`src/rtl/float_slice_if.sv`:
```
// Handshake bundle between the slice sequencer, its float_mux and the downstream lane datapath.
// master: the sequencer side. slave: the environment around it.
interface float_slice_if #(
  parameter int WIDTH_IN  = 16,
  parameter int WIDTH_OUT = 4,
  parameter int FBITS     = 18
);
  localparam int SELW = $clog2(WIDTH_IN) - $clog2(WIDTH_OUT);

  logic [WIDTH_IN-1:0][FBITS-1:0] vec_in;
  logic                           vec_valid;
  logic                           vec_ready;
  logic [WIDTH_IN-1:0][FBITS-1:0] mux_in;
  logic [SELW-1:0]                mux_sel;
  logic                           slice_valid;
  logic [SELW-1:0]                slice_idx;
  logic                           slice_last;
  logic                           slice_ready;

  modport master (
    input  vec_in, vec_valid, slice_ready,
    output vec_ready, mux_in, mux_sel, slice_valid, slice_idx, slice_last
  );

  modport slave (
    output vec_in, vec_valid, slice_ready,
    input  vec_ready, mux_in, mux_sel, slice_valid, slice_idx, slice_last
  );
endinterface

```
`src/rtl/float_slice_sequencer.sv`:
```
// Drives a registered float_mux so the pair behaves as an elastic wide-to-narrow converter.
// The mux output lags mux_sel by one cycle, hence the PRIME cycle after every capture.
module float_slice_sequencer #(
  parameter int WIDTH_IN  = 16,
  parameter int WIDTH_OUT = 4,
  parameter int FBITS     = 18
) (
  input  logic         clk,
  input  logic         rst_n,
  float_slice_if.master bus
);
  localparam int RATIO = WIDTH_IN / WIDTH_OUT;
  localparam int SELW  = $clog2(WIDTH_IN) - $clog2(WIDTH_OUT);
  localparam logic [SELW-1:0] LAST_IDX = SELW'(RATIO - 1);

  if (RATIO < 2 || (RATIO & (RATIO - 1)) != 0) begin : g_bad_ratio
    $error("float_slice_sequencer: WIDTH_IN/WIDTH_OUT must be a power of two >= 2");
  end

  typedef enum logic [1:0] {IDLE, PRIME, STREAM} state_t;

  state_t                         state;
  logic [WIDTH_IN-1:0][FBITS-1:0] cap_buf;
  logic [SELW-1:0]                idx;

  logic            last;
  logic            fire;
  logic            vec_rdy;
  logic            vfire;
  logic [SELW-1:0] sel;

  always_comb begin
    last    = (state == STREAM) && (idx == LAST_IDX);
    fire    = (state == STREAM) && bus.slice_ready;
    vec_rdy = (state == IDLE) || (fire && last);
    vfire   = vec_rdy && bus.vec_valid;
    sel     = '0;
    // Advance the select in the same cycle as the fire so the next slice is registered on time.
    if (state == STREAM) sel = (fire && !last) ? idx + 1'b1 : idx;
  end

  assign bus.vec_ready   = vec_rdy;
  assign bus.mux_in      = cap_buf;
  assign bus.mux_sel     = sel;
  assign bus.slice_valid = (state == STREAM);
  assign bus.slice_idx   = idx;
  assign bus.slice_last  = last;

  always_ff @(posedge clk or negedge rst_n) begin
    if (!rst_n) begin
      state   <= IDLE;
      cap_buf <= '0;
      idx     <= '0;
    end else begin
      case (state)
        IDLE: begin
          if (vfire) begin
            cap_buf <= bus.vec_in;
            idx     <= '0;
            state   <= PRIME;
          end
        end
        PRIME: state <= STREAM;
        STREAM: begin
          if (fire) begin
            if (!last) begin
              idx <= idx + 1'b1;
            end else if (vfire) begin
              cap_buf <= bus.vec_in;
              idx     <= '0;
              state   <= PRIME;
            end else begin
              state <= IDLE;
            end
          end
        end
        default: state <= IDLE;
      endcase
    end
  end
endmodule

```
`src/flat_wrapper.sv`:
```
// flat-port wrapper written by rule: the top's interface ports become plain ports
module float_slice_sequencer_flat 
#(
  parameter int WIDTH_IN  = 16,
  parameter int WIDTH_OUT = 4,
  parameter int FBITS     = 18
)
  (clk, rst_n, bus_vec_in, bus_vec_valid, bus_slice_ready, bus_vec_ready, bus_mux_in, bus_mux_sel, bus_slice_valid, bus_slice_idx, bus_slice_last);
  float_slice_if #(.WIDTH_IN(WIDTH_IN), .WIDTH_OUT(WIDTH_OUT), .FBITS(FBITS)) bus_i ();
  input  logic clk;
  input  logic rst_n;
  input wire logic [$bits(bus_i.vec_in)-1:0] bus_vec_in;
  input wire logic [$bits(bus_i.vec_valid)-1:0] bus_vec_valid;
  input wire logic [$bits(bus_i.slice_ready)-1:0] bus_slice_ready;
  output wire logic [$bits(bus_i.vec_ready)-1:0] bus_vec_ready;
  output wire logic [$bits(bus_i.mux_in)-1:0] bus_mux_in;
  output wire logic [$bits(bus_i.mux_sel)-1:0] bus_mux_sel;
  output wire logic [$bits(bus_i.slice_valid)-1:0] bus_slice_valid;
  output wire logic [$bits(bus_i.slice_idx)-1:0] bus_slice_idx;
  output wire logic [$bits(bus_i.slice_last)-1:0] bus_slice_last;
  assign bus_i.vec_in = bus_vec_in;
  assign bus_i.vec_valid = bus_vec_valid;
  assign bus_i.slice_ready = bus_slice_ready;
  assign bus_vec_ready = bus_i.vec_ready;
  assign bus_mux_in = bus_i.mux_in;
  assign bus_mux_sel = bus_i.mux_sel;
  assign bus_slice_valid = bus_i.slice_valid;
  assign bus_slice_idx = bus_i.slice_idx;
  assign bus_slice_last = bus_i.slice_last;
  float_slice_sequencer #(.WIDTH_IN(WIDTH_IN), .WIDTH_OUT(WIDTH_OUT), .FBITS(FBITS)) u_core (.clk(clk), .rst_n(rst_n), .bus(bus_i));
endmodule
```
`config.mk`:
```
export PLATFORM = sky130hd
export DESIGN_NAME = float_slice_sequencer_flat
export DESIGN_NICKNAME = d
export VERILOG_FILES = /design/src/rtl/float_slice_if.sv /design/src/rtl/float_slice_sequencer.sv /design/src/flat_wrapper.sv
export SDC_FILE = /design/constraint.sdc
export NUM_CORES = 1
export LEC_CHECK = 0
export CELL_PAD_IN_SITES_DETAIL_PLACEMENT = 0
export CELL_PAD_IN_SITES_GLOBAL_PLACEMENT = 1
export CORE_AREA = 3 3 230 232
export DETAILED_ROUTE_END_ITERATION = 6
export DIE_AREA = 0 0 233 235
export GPL_ROUTABILITY_DRIVEN = 1
export GPL_TIMING_DRIVEN = 0
export PLACE_DENSITY_LB_ADDON = 0.08
export SYNTH_ARGS = -nofsm -noshare
export SYNTH_HDL_FRONTEND = slang
export SYNTH_SLANG_ARGS = --single-unit
```
`constraint.sdc`:
```
create_clock -name clk -period 3.7 [get_ports clk]
set_input_delay 0.74 -clock clk [delete_from_list [all_inputs] [get_ports clk]]
set_output_delay 0.74 -clock clk [all_outputs]
set_load 0.01 [all_outputs]
```
==> results of run 1 <==
==> how the worst max path moves through the flow <==
stage	depth (start not counted)	slack, ns	to
after global routing	5	0.42	bus_mux_sel[1]
after floorplan	3	1.68	bus_mux_sel[1]
after CTS	5	0.55	bus_mux_sel[1]
after detailed placement	5	0.57	bus_mux_sel[1]
after global placement	1	-12.78	u_core.bus.mux_in[19]
final	5	0.58	bus_mux_sel[1]
==> report_power, final <==
| group | total, mW | switching, mW | internal, mW | leakage, nW |
|---|---|---|---|---|
| clock network | 3.65 | 1.45 | 2.20 | 0.593 |
| logic | 8.66 | 3.16 | 5.50 | 4.37 |
| registers | 5.73 | 0.878 | 4.85 | 3.44 |
==> sequential cells by signal, indices dropped and copies added (netlist names) <==
signal	count
u_core.bus.mux_in	288
u_core.bus.slice_idx	2
u_core.state	2
==> final cells by class <==
| class | count | area [um2] |
|---|---|---|
| multi-input combinational | 305 | 4130 |
| buffer | 32 | 334 |
| tap | 680 | 851 |
| clock inverter | 7 | 62.6 |
| clock buffer | 61 | 1150 |
| sequential | 292 | 7310 |
| inverter | 3 | 11.3 |
| timing repair buffer | 589 | 5950 |
| antenna | 3 | 7.51 |
| fill | 4857 | 31400 |
==> synth_stat cells <==
library cell | number | area (um2)
ha_1 | 1 | 12.5
inv_1 | 3 | 11.3
xnor2_1 | 1 | 8.76
a22o_1 | 1 | 8.76
mux2i_1 | 1 | 10.0
a32o_1 | 1 | 10.0
buf_12 | 2 | 40.0
dfrtp_1 | 292 | 7310
mux2_4 | 201 | 3020
o221ai_1 | 1 | 8.76
a21oi_1 | 1 | 5.00
mux2_2 | 87 | 980
buf_6 | 23 | 259
a21boi_2 | 1 | 11.3
nor3b_2 | 1 | 12.5
nand2_1 | 1 | 3.75
nor2b_1 | 3 | 18.8
nor2_1 | 3 | 11.3
buf_2 | 7 | 35.0
and3_1 | 1 | 6.26
==> logic make-up after synthesis <==
group	after synthesis	share of synthesized area, %
compound gates	5	0.372
xor+xnor	1	0.0744
fa+ha+maj	1	0.106
buf+inv	35	2.93
flops	292	62.0
mux	289	34.0
simple gates	9	0.446
==> cell usage in the layout (no fill, tap or decap), types with 5 or more instances in the layout <==
master             n
mux2_4           201
clkbuf_1          15
clkbuf_16         41
mux2_2            87
dfrtp_1          292
clkbuf_8           5
buf_2              7
clkinv_2           5
clkdlybuf4s50_1  585
buf_6             23
==> metal layers <==
metal | up-vias | GRT usage (%)
li1 | 3496 | -
met1 | 3816 | 17.5
met2 | 311 | 26.4
met3 | 70 | 7.07
met4 | 10 | 4.68
met5 | - | 0
==> worst register-to-register path, delay by kind of cell (launching register included) <==
family	cells	cell delay [ns]
DFF	1	0.43
buffers and inverters	3	0.62
muxes	1	0.32
AOI/OAI and AO/OA	1	0.09
and+or+nand+nor	1	0.18
adders and majority gates	1	0.26
==> results_dict.tcl, run 1 <==
set metrics [dict create \
    hold_viol_final 0 \
    leakage_nw 8.41 \
    max_freq_ghz 0.320 \
    wl_met1_um 16200 \
    finClkSkew_ns 0.0101 \
    fp.dieH_um 235 \
    track_usage_pct 15.6 \
    hp-class "input pin to async pin" \
    fin_nets 1556 \
    grt_pass1_vias 8452 \
    r2r_cells 7 \
    worst_path_max_delay_cell "clkdlybuf4s50_1" \
    hold_buffers 0 \
    cts_tree "yes" \
    via_count 7703 \
    synth_seq_area_share_pct 62.0 \
    initial_core_util_pct 23.0 \
    finalWirelength_um 43400 \
    cp-startpoint "bus_slice_ready" \
    tns_ns 0 \
    critPathMaxFanout 4 \
    core_mm2 0.0512 \
    crit_top_cell "clkdlybuf4s50_1" \
    utilization_pct 38.7 \
    via_per_inst 3.91 \
    met2RoutedLength_um 21700 \
    reg2reg_to "u_core.bus.mux_in[175]" \
    cts.path.max_buffers 3 \
    numPortBuffers 586 \
    ant_nets 0 \
    required_ns 2.96 \
    pre_cts_ws_ns 0.566 \
    fin_area_mm2 0.0198 \
    first_pass_iters 4 \
    pin_count 587 \
    htree_levels 2 \
    first_iter_violations 218 \
    power.density_mw_per_mm2 911 \
    die_w_um 233 \
    cts_made_buffers 40 \
    max_cap_viol_count 0 \
    max_slew.worst_pin.slew_ns 0.712 \
    dr.max_layer_used "met5" \
    dpl_cell_area_mm2 0.0186 \
    outcome "complete, no violations" \
    post_cts_buffers 0 \
    crit_type "input pin to output port" \
    critPathCaptureType "output port" \
    syn_nets 925 \
    crit_path_max_incr_delay_ns 0.58 \
    syn2layout_area_growth_pct 68.1 \
    gp_congestion 0.748 \
    path_clk_slew_ns 0.05 \
    slew_headroom_pct 52.5 \
    wl_per_cell_um 22.0 \
    r2r_start "u_core.bus.slice_idx[0]" \
    cts_sinks 292 \
    final.setup.worst_slack_ns 0.577 \
    dp_hpwl_um 33200 \
    instances_no_fill 1972 \
    arrival_ns 2.38 \
    syn_avg_cell_area_um2 18.6 \
    grt_pass1_wl_um 62200 \
    slew_violations 0 \
    r2r_setup_slack_ns 1.68 \
    wl_met3_um 4410 \
    holdWs_ns 0.161 \
    ir_drop_mv 0.333 \
    finalPower_mw 18.0 \
    cts_resized 0 \
    cts_root_buf "clkbuf_16" \
    post-route-min-period_ns 3.12 \
    grt_overflow 0 \
    yosys_warnings 0 \
    dp.cells 1901 \
    drive_gt1_share_pct 29.4 \
    crit_buf_inv 2 \
    rsz0062_at_grt "no" \
    crit_chain "clkdlybuf4s50_1 > nor2b_1 > mux2i_1 > nor2_1 > clkdlybuf4s50_1" \
    netlist_instances 632 \
    rows 83 \
    ys_ff_latch 292 \
    insertion_delay_ns 0.53 \
    grt_start_max_net_pins 81 \
    crit_family "buffers and inverters" \
    drc 0 \
    timing.final.crit_share_pct 84.4 \
    die-area_mm2 0.0548 \
    syn_area_mm2 0.0118 \
    critPathLaunchType "input pin" \
    antenna_found_initial 8 \
    synth_cell_types 20 \
    setup_viol 0 \
]
Note: power is estimated with default switching activity, not from simulation.
==> inputs of run 2 (changes only) <==
CORE_AREA = 3 3 227 229   (was 3 3 230 232)
DIE_AREA = 0 0 230 232   (was 0 0 233 235)
clock period = 3.1 ns   (was 3.7 ns; I/O delays follow)
==> results_dict.tcl, run 2 (same netlist as run 1, synthesis figures left out) <==
set metrics [dict create \
    outcome "complete, no violations" \
    swShare_pct 30.5 \
    cts_made_buffers 37 \
    pwr-share-comb_pct 48.7 \
    hp-class "input pin to async pin" \
    reg2reg_to "u_core.bus.mux_in[251]" \
    critPathCapture "bus_mux_sel[1]" \
    pin_count 587 \
    required_ns 2.48 \
    grt_pass1_vias 8648 \
    largest_register_ffs 288 \
    finClkSkew_ns 0.0128 \
    cts_root_buf "clkbuf_16" \
    worst_path_max_delay_cell "clkdlybuf4s50_1" \
    r2r_setup_slack_ns 1.08 \
    cts_sinks 292 \
    numPortBuffers 586 \
    tns_ns 0 \
    ant_nets 0 \
    wl_per_cell_um 21.8 \
    max_slew.worst_pin.slew_ns 0.557 \
    rsz0062_at_grt "no" \
    htree_levels 2 \
    leakage_nw 8.38 \
    dp_hpwl_um 33200 \
    seq_power_share_pct 32.2 \
    timing.final.crit_share_pct 90.9 \
    path_clk_slew_ns 0.06 \
    critPathLaunchType "flop" \
    critPathMaxFanout 5 \
    power.density_mw_per_mm2 1080 \
    slew_violations 0 \
    antenna_found_initial 10 \
    first_iter_violations 196 \
    drive_gt1_share_pct 29.4 \
    finalPower_mw 21.3 \
    cts_tree "yes" \
    max_freq_ghz 0.355 \
    wl_met1_um 16600 \
    met2RoutedLength_um 21000 \
    layout_commonest_cell "clkdlybuf4s50_1" \
    first_pass_iters 4 \
    post-route-min-period_ns 2.82 \
    grt_overflow 0 \
    die-area_mm2 0.0534 \
    grt_pass1_wl_um 61700 \
    wl_met3_um 4270 \
    hold_viol_final 0 \
    track_usage_pct 15.7 \
    initial_core_util_pct 23.6 \
    ir_drop_mv 0.458 \
    mostFrequentLayoutCells "clkdlybuf4s50_1, dfrtp_1, mux2_4, mux2_2, clkbuf_16" \
    crit_type "flop to output port" \
    clockPowerShare_pct 19.2 \
    crit_path_max_incr_delay_ns 0.49 \
    setup_viol 0 \
    syn2layout_area_growth_pct 67.5 \
    via_count 7727 \
    dp.cells 1893 \
    arrival_ns 2.20 \
    core_mm2 0.0499 \
    dr.max_layer_used "met5" \
    slew_headroom_pct 62.8 \
    r2r_cells 6 \
    finalWirelength_um 42700 \
    drc 0 \
    cts.path.max_buffers 3 \
    p_switching_mw 6.50 \
    grt_start_max_net_pins 96 \
    crit_chain "ha_1 > nor2b_2 > mux2i_1 > nor2_1 > clkdlybuf4s50_1" \
    fin_nets 1554 \
    r2r_start "u_core.bus.slice_idx[0]" \
    post_cts_buffers 0 \
    via_per_inst 3.94 \
    instances_no_fill 1959 \
    gp_congestion 0.762 \
    cp-startpoint "u_core.bus.slice_idx[0]" \
    fp.dieH_um 232 \
    die_w_um 230 \
    insertion_delay_ns 0.53 \
    rows 82 \
    critPathCaptureType "output port" \
    max_cap_viol_count 0 \
    internal_power_mw 14.8 \
]
==> run 2: through the flow <==
step	instance area [um2]	hold slack, ns	utilization (%)	worst slack, ns
global route	19700	0.490	39.5	0.116
finish	19700	0.499	39.6	0.281
floorplan	11800	0.324	-	1.25
global placement	18500	0.490	37.1	-13.07
CTS	19700	0.456	39.5	0.102
detailed placement	18600	0.450	37.2	0.214
==> run 2: worst max-delay path: cells and delay by family (launching register included) <==
kind | cells | cell delay [ns]
buf+inv | 1 | 0.49
fa+ha+maj | 1 | 0.28
mux | 1 | 0.21
flops | 1 | 0.43
simple gates | 2 | 0.26
==> run 2: final cells by class <==
| cell class | instances | area [um2] |
|---|---|---|
| Sequential cell | 292 | 7310 |
| Clock inverter | 5 | 28.8 |
| Buffer | 32 | 334 |
| Tap cell | 672 | 841 |
| Fill cell | 4777 | 30100 |
| Inverter | 3 | 11.3 |
| Antenna cell | 3 | 7.51 |
| Multi-Input combinational cell | 305 | 4130 |
| Clock buffer | 57 | 1100 |
| Timing Repair Buffer | 590 | 5960 |
==> run 2: metal layers <==
metal / vias up / GRT usage [%]
li1: 3483 / -
met1: 3836 / 18.2
met2: 331 / 26.3
met3: 63 / 6.99
met4: 14 / 4.35
met5: - / 0
==> run 2: worst min-delay path by stage <==
stage,startpoint,end,slack [ns],depth (start not counted)
after global placement,u_core.bus.mux_in[197],u_core.bus.mux_in[197],0.49,1
after global routing,rst_n,u_core.bus.mux_in[144],0.49,2
after CTS,rst_n,u_core.bus.mux_in[144],0.46,2
after detailed placement,rst_n,u_core.bus.mux_in[144],0.45,1
after floorplan,rst_n,u_core.bus.mux_in[0],0.32,0
final,rst_n,u_core.bus.mux_in[144],0.50,2
==> run 2: power by group through the flow <==
stage | clock network (mW) | registers (mW) | logic, mW
floorplan | 0 | 7.75 | 3.87
global placement | 0 | 6.88 | 10.6
detailed placement | 0 | 6.86 | 10.5
CTS | 4.28 | 6.87 | 10.6
global route | 4.42 | 7.13 | 10.9
finish | 4.08 | 6.85 | 10.4
==> run 2: what timing repair did <==
item	4_1_cts	5_1_grt
endpoints found under the hold margin	15	0
gates resized for setup	0	1
setup endpoints to repair	0	1
hold buffers	1	0
==> inputs of run 3 (changes only) <==
ABC_CLOCK_PERIOD_IN_PS = 3100   (was not set)
CAP_MARGIN = 25   (was not set)
==> results of run 3 <==
Final layout, timing and power as in run 2 (identical DEF).
